### src/rtl/vu_level_meter_pkg.sv
// Shared types and helpers for the VU level meter: FSM encoding, magnitude width
// and the saturating absolute-value function applied to incoming samples.
package vu_level_meter_pkg;

    localparam int unsigned MAG_W   = 7;
    localparam int unsigned MAG_MAX = 127;

    typedef enum logic [1:0] {
        StIdle  = 2'd0,
        StHold  = 2'd1,
        StDecay = 2'd2
    } vu_state_e;

    // |b| of a two's-complement byte; -128 has no 7-bit magnitude and clamps to 127.
    function automatic logic [MAG_W-1:0] abs_sat8(input logic [7:0] b);
        logic [7:0] a;
        a = b[7] ? (~b + 8'd1) : b;
        return a[7] ? MAG_W'(MAG_MAX) : a[MAG_W-1:0];
    endfunction

endpackage

### src/rtl/vu_level_meter_tick_gen.sv
// Reloadable down-counter: tick_o is high while the count sits at zero. Drives the
// decay prescaler of the level meter.
module vu_level_meter_tick_gen #(
    parameter int unsigned PERIOD = 500
) (
    input  logic clk,
    input  logic rst,
    input  logic load_i,
    input  logic en_i,
    output logic tick_o
);

    localparam int unsigned CntW = (PERIOD > 1) ? $clog2(PERIOD) : 1;
    localparam logic [CntW-1:0] CntLoad = CntW'(PERIOD - 1);

    logic [CntW-1:0] cnt_q;
    logic [CntW-1:0] cnt_d;

    always_comb begin
        cnt_d = cnt_q;
        if (load_i) begin
            cnt_d = CntLoad;
        end else if (en_i) begin
            cnt_d = (cnt_q == '0) ? CntLoad : cnt_q - 1'b1;
        end
    end

    always_ff @(posedge clk or negedge rst) begin
        if (!rst) begin
            cnt_q <= '0;
        end else begin
            cnt_q <= cnt_d;
        end
    end

    assign tick_o = (cnt_q == '0);

endmodule

### src/rtl/vu_level_meter.sv
// VU bar driver: tracks sample magnitude with peak-hold and linear decay, and shows it
// as a registered thermometer code plus a framing-error indicator.
module vu_level_meter
    import vu_level_meter_pkg::*;
#(
    parameter int unsigned LEDS         = 8,
    parameter int unsigned HOLD_CYCLES  = 5000,
    parameter int unsigned DECAY_PERIOD = 500
) (
    input  logic             clk,
    input  logic             rst,
    input  logic [7:0]       data_in_i,
    input  logic             valid_i,
    input  logic             format_err_i,
    output logic [MAG_W-1:0] level_o,
    output logic [LEDS-1:0]  leds_o,
    output logic             err_led_o
);

    localparam int unsigned HoldW = (HOLD_CYCLES > 1) ? $clog2(HOLD_CYCLES) : 1;
    localparam logic [HoldW-1:0] HoldLoad = HoldW'(HOLD_CYCLES - 1);
    localparam int unsigned Step = 128 / LEDS;

    vu_state_e        state_q;
    logic [MAG_W-1:0] level_q;
    logic [HoldW-1:0] hold_cnt_q;
    logic             err_q;
    logic [LEDS-1:0]  leds_q;
    logic [LEDS-1:0]  leds_d;

    logic [MAG_W-1:0] mag;
    logic             accept;
    logic             capture;
    logic             pre_load;
    logic             pre_en;
    logic             decay_tick;

    // A zero sample never captures, so IDLE (level 0) shares the mag>=level rule.
    always_comb begin
        mag      = abs_sat8(data_in_i);
        accept   = valid_i & ~format_err_i;
        capture  = accept && (mag != '0) && (mag >= level_q);
        pre_load = (state_q == StHold) && (hold_cnt_q == '0) && !capture;
        pre_en   = (state_q == StDecay) && !capture;
    end

    vu_level_meter_tick_gen #(
        .PERIOD (DECAY_PERIOD)
    ) u_decay_tick (
        .clk    (clk),
        .rst    (rst),
        .load_i (pre_load),
        .en_i   (pre_en),
        .tick_o (decay_tick)
    );

    always_ff @(posedge clk or negedge rst) begin
        if (!rst) begin
            state_q    <= StIdle;
            level_q    <= '0;
            hold_cnt_q <= '0;
        end else if (capture) begin
            state_q    <= StHold;
            level_q    <= mag;
            hold_cnt_q <= HoldLoad;
        end else begin
            case (state_q)
                StIdle: begin
                    level_q <= '0;
                end
                StHold: begin
                    if (hold_cnt_q == '0) begin
                        state_q <= StDecay;
                    end else begin
                        hold_cnt_q <= hold_cnt_q - 1'b1;
                    end
                end
                StDecay: begin
                    if (decay_tick) begin
                        if (level_q <= MAG_W'(1)) begin
                            level_q <= '0;
                            state_q <= StIdle;
                        end else begin
                            level_q <= level_q - 1'b1;
                        end
                    end
                end
                default: begin
                    state_q <= StIdle;
                    level_q <= '0;
                end
            endcase
        end
    end

    // Framing error wins; any accepted sample (zero included) clears the indicator.
    always_ff @(posedge clk or negedge rst) begin
        if (!rst) begin
            err_q <= 1'b0;
        end else if (format_err_i) begin
            err_q <= 1'b1;
        end else if (accept) begin
            err_q <= 1'b0;
        end
    end

    for (genvar i = 0; i < LEDS; i++) begin : g_therm
        assign leds_d[i] = (level_q > MAG_W'(i * Step));
    end

    always_ff @(posedge clk or negedge rst) begin
        if (!rst) begin
            leds_q <= '0;
        end else begin
            leds_q <= leds_d;
        end
    end

    assign level_o   = level_q;
    assign leds_o    = leds_q;
    assign err_led_o = err_q;

endmodule

### config.mk
export PLATFORM = sky130hd
export DESIGN_NAME = vu_level_meter
export DESIGN_NICKNAME = d
export VERILOG_FILES = /design/src/rtl/vu_level_meter_pkg.sv /design/src/rtl/vu_level_meter_tick_gen.sv /design/src/rtl/vu_level_meter.sv
export SDC_FILE = /design/constraint.sdc
export NUM_CORES = 1
export LEC_CHECK = 0
export CORE_MARGIN = 1.5
export CORE_UTILIZATION = 44
export DETAILED_ROUTE_END_ITERATION = 8
export GPL_TIMING_DRIVEN = 0
export REMOVE_ABC_BUFFERS = 1
export SLEW_MARGIN = 20
export SYNTH_ARGS = -nofsm -noshare
export SYNTH_HDL_FRONTEND = slang
export SYNTH_HIERARCHICAL = 1
export SYNTH_SLANG_ARGS = --single-unit
### constraint.sdc
create_clock -name clk -period 4.85 [get_ports clk]
set_input_delay 0.97 -clock clk [delete_from_list [all_inputs] [get_ports clk]]
set_output_delay 0.97 -clock clk [all_outputs]
set_load 0.01 [all_outputs]
==> qor.yml <==
internal-power_uw: 898
switchingPower_uw: 512
path_max_fanout: 9
path_clk_slew_ns: 0.08
relSlewSlack: 0.468
power.share.combinational: 0.409
drc: 0
yosysWarnings: 6
nNetsFinal: 335
mostFrequentLayoutCells: "40 x dfrtp_1, 25 x clkdlybuf4s50_1, 20 x inv_1"
fmax_mhz: 218
fin_area_sq_um: 3140
synth_area_leaders: "dfrtp_1 38%, ha_1 5.7%, o21ai_0 3.0%"
ir_worst_vdd_uv: 278
routabilityCongestion: 0.802
dpl.hpwl_microns: 4030
drive_above_1_share: 0.115
io_buffers: 27
rr_startpoint: "level_o[6]"
finalMaxSlewViolations: 0
worstReg2RegEnd: "u_decay_tick/cnt_q[3]"
rr_worst_depth: 10
cp-start-kind: "input pin"
syn_area_sq_um: 2640
hp-class: "flop to flop"
drtIter0Drc: 92
synth_top_area_share: 0.379
cts-htree-levels: 2
grt_first_pass_wirelength_microns: 10000
fin_skew_ns: 0.00833
synth-edff-count: 0
numCtsBuffers: 5
track_usage: 0.198
cts_max_path_buffers: 2
syn_to_final_growth_pct: 19.0
p_clk_frac: 0.215
die_h_microns: 80.4
ys_dominant_reg_cell: "dfrtp_1"
yosysUniqueCellTypes: 59
final_antenna_net_count: 0
wl_per_cell_microns: 15.1
yosysSeqAreaShare: 0.379
holdCritStartpoint: "err_led_o"
rows: 28
tightest_slew_ns: 0.786
die_x_microns: 80.4
worst_path_max_delay_cell: "or4_4"
cts_sinks: 40
crit_chain: "clkdlybuf4s50_1, or4_4, a211oi_2, or3_1, inv_1, ha_1, nand3_1, o22ai_1, o211a_1, o22ai_4, and2_1, nor2_1, or4_1, a21boi_0"
switching_share: 0.363
required_ns: 5.06
start_util: 0.451
hold_violations: 0
antenna_found_initial: 0
cts-root-buf: "clkbuf_8"
syn_area_per_cell_sq_um: 9.32
final-setup-viol-count: 0
cp.arrival_ns: 4.80
worstSetupPathType: "input pin to flop"
endpoint_kind: "flop"
finalWirelength_microns: 5840
core_area_sq_um: 5850
slowest_delay_ns: 0.58
synth_largest_area_cell: "dfrtp_1"
rrSetupSlack_ns: 1.89
n_antenna_cell: 0
async_reset_ff_frac: 1.00
die_area_sq_um: 6470
num_vias: 2293
min_period_ns: 4.58
placed_area_sq_um: 2960
hold_path_end: "err_led_o"
timing.max_cap.violations: 0
min_path_cells: 2
powerDensity_nw_per_um2: 449
grt_pass1_vias: 2098
p_leak_uw: 0.00126
routed_via_density: 5.93
grt-ovfl-total: 0
grt_max_degree: 28
period_share: 0.945
clkLatencyLatePin_ns: 0.29
syn-instance-count: 283
status: "complete, no violations"
final_common_cell: "dfrtp_1"
p_seq_frac: 0.376
drt_first_pass_iters: 4
rsz0062_at_grt: "false"
p_total_uw: 1410
ioPinCount: 28
ys_ff_latch: 40
ctsHoldBuffers: 0
cts_tree: "done"
[per-stage QoR]
| stage | hold slack (ns) | util | std cells | worst slack (ns) | TNS, ns |
|---|---|---|---|---|---|
| floorplan | 0.494 | - | 274 | 0.428 | 0 |
| global placement | 0.517 | 0.503 | 376 | -0.982 | -7.03 |
| detailed placement | 0.525 | 0.505 | 377 | -0.992 | -6.98 |
| CTS | 0.540 | 0.534 | 387 | 0.187 | 0 |
| global route | 0.576 | 0.537 | 387 | 0.0455 | 0 |
| finish | 0.534 | 0.537 | 387 | 0.266 | 0 |
[metal layers]
metal	track usage	up-vias	part of all wire
met3	0.0352	6	0.029
met2	0.317	49	0.48
met5	0	-	0
met1	0.275	1128	0.49
li1	-	1110	-
met4	0.0483	0	0.0079
[flip-flops by register name (all words and copies together) (netlist names)]
register and flops:
leds_o 8, err_led_o 1, level_o 7, state_q 2
u_decay_tick/cnt_q 9, hold_cnt_q 13
[cells by family (layout without fill, tap and decap cells)]
| group | after synthesis | in the layout | synth area share |
|---|---|---|---|
| AO/OA/AOI/OAI | 74 | 75 | 0.201 |
| XOR/XNOR | 6 | 6 | 0.0199 |
| adder cells (fa/ha/maj) | 12 | 12 | 0.0569 |
| buffers and inverters | 29 | 57 | 0.0517 |
| flip-flops | 40 | 40 | 0.379 |
| multiplexers | 9 | 9 | 0.0365 |
| AND/OR/NAND/NOR | 113 | 113 | 0.255 |
[timing repair]
action                     CTS  global route
buffers inserted             1             0
setup endpoints to repair    9             6
resized for setup            4             2
pin swaps                    1             0
cloned                       1             0
[cell type report]
type	instances	area [sq um]
clock buffers	7	96.3
clock inverters	1	30.0
fillers	539	2710
inverters	20	75.1
multi-input cells	215	1550
flip-flops and latches	40	1000
well taps	75	93.8
repair buffers	29	295
[how the worst max path moves through the flow]
stage | to | cells after the start | startpoint
2_1_floorplan | u_decay_tick/cnt_q[3] | 15 | data_in_i[0]
3_3_place_gp | u_decay_tick/cnt_q[3] | 14 | data_in_i[3]
3_5_place_dp | u_decay_tick/cnt_q[3] | 14 | data_in_i[3]
4_1_cts | u_decay_tick/cnt_q[6] | 13 | data_in_i[3]
5_1_grt | u_decay_tick/cnt_q[3] | 14 | data_in_i[2]
6_report | u_decay_tick/cnt_q[3] | 14 | data_in_i[4]
[cell usage after synthesis, drive strengths merged (3+ instances only)]
library cell / n
dfrtp: 40
or4: 11
xnor2: 5
a21oi: 12
nand2b: 10
or4b: 4
nand2: 16
ha: 12
or3: 12
nor2: 13
mux2i: 4
a31oi: 4
o31ai: 6
nor4: 7
and2: 5
a21boi: 5
nand3: 10
o21ai: 17
nand4: 3
o21a: 4
mux2: 5
nor2b: 3
buf: 5
o21bai: 3
o211ai: 3
nor3: 12
clkbuf: 4
inv: 20
[power groups by stage]
stage,logic [uW],registers (uW),clock network (uW)
after floorplan,325,539,0
after global placement,552,533,0
after detailed placement,561,535,0
after CTS,575,529,312
after global routing,643,545,325
final,577,530,303
[worst max-delay path: cells and delay by family]
family	cells	cell delay [ns]
AO/OA/AOI/OAI	5	1.01
adder cells (fa/ha/maj)	1	0.29
AND/OR/NAND/NOR	6	1.91
buffers and inverters	2	0.61
No activity file was read; power rests on OpenSTA's default activity.
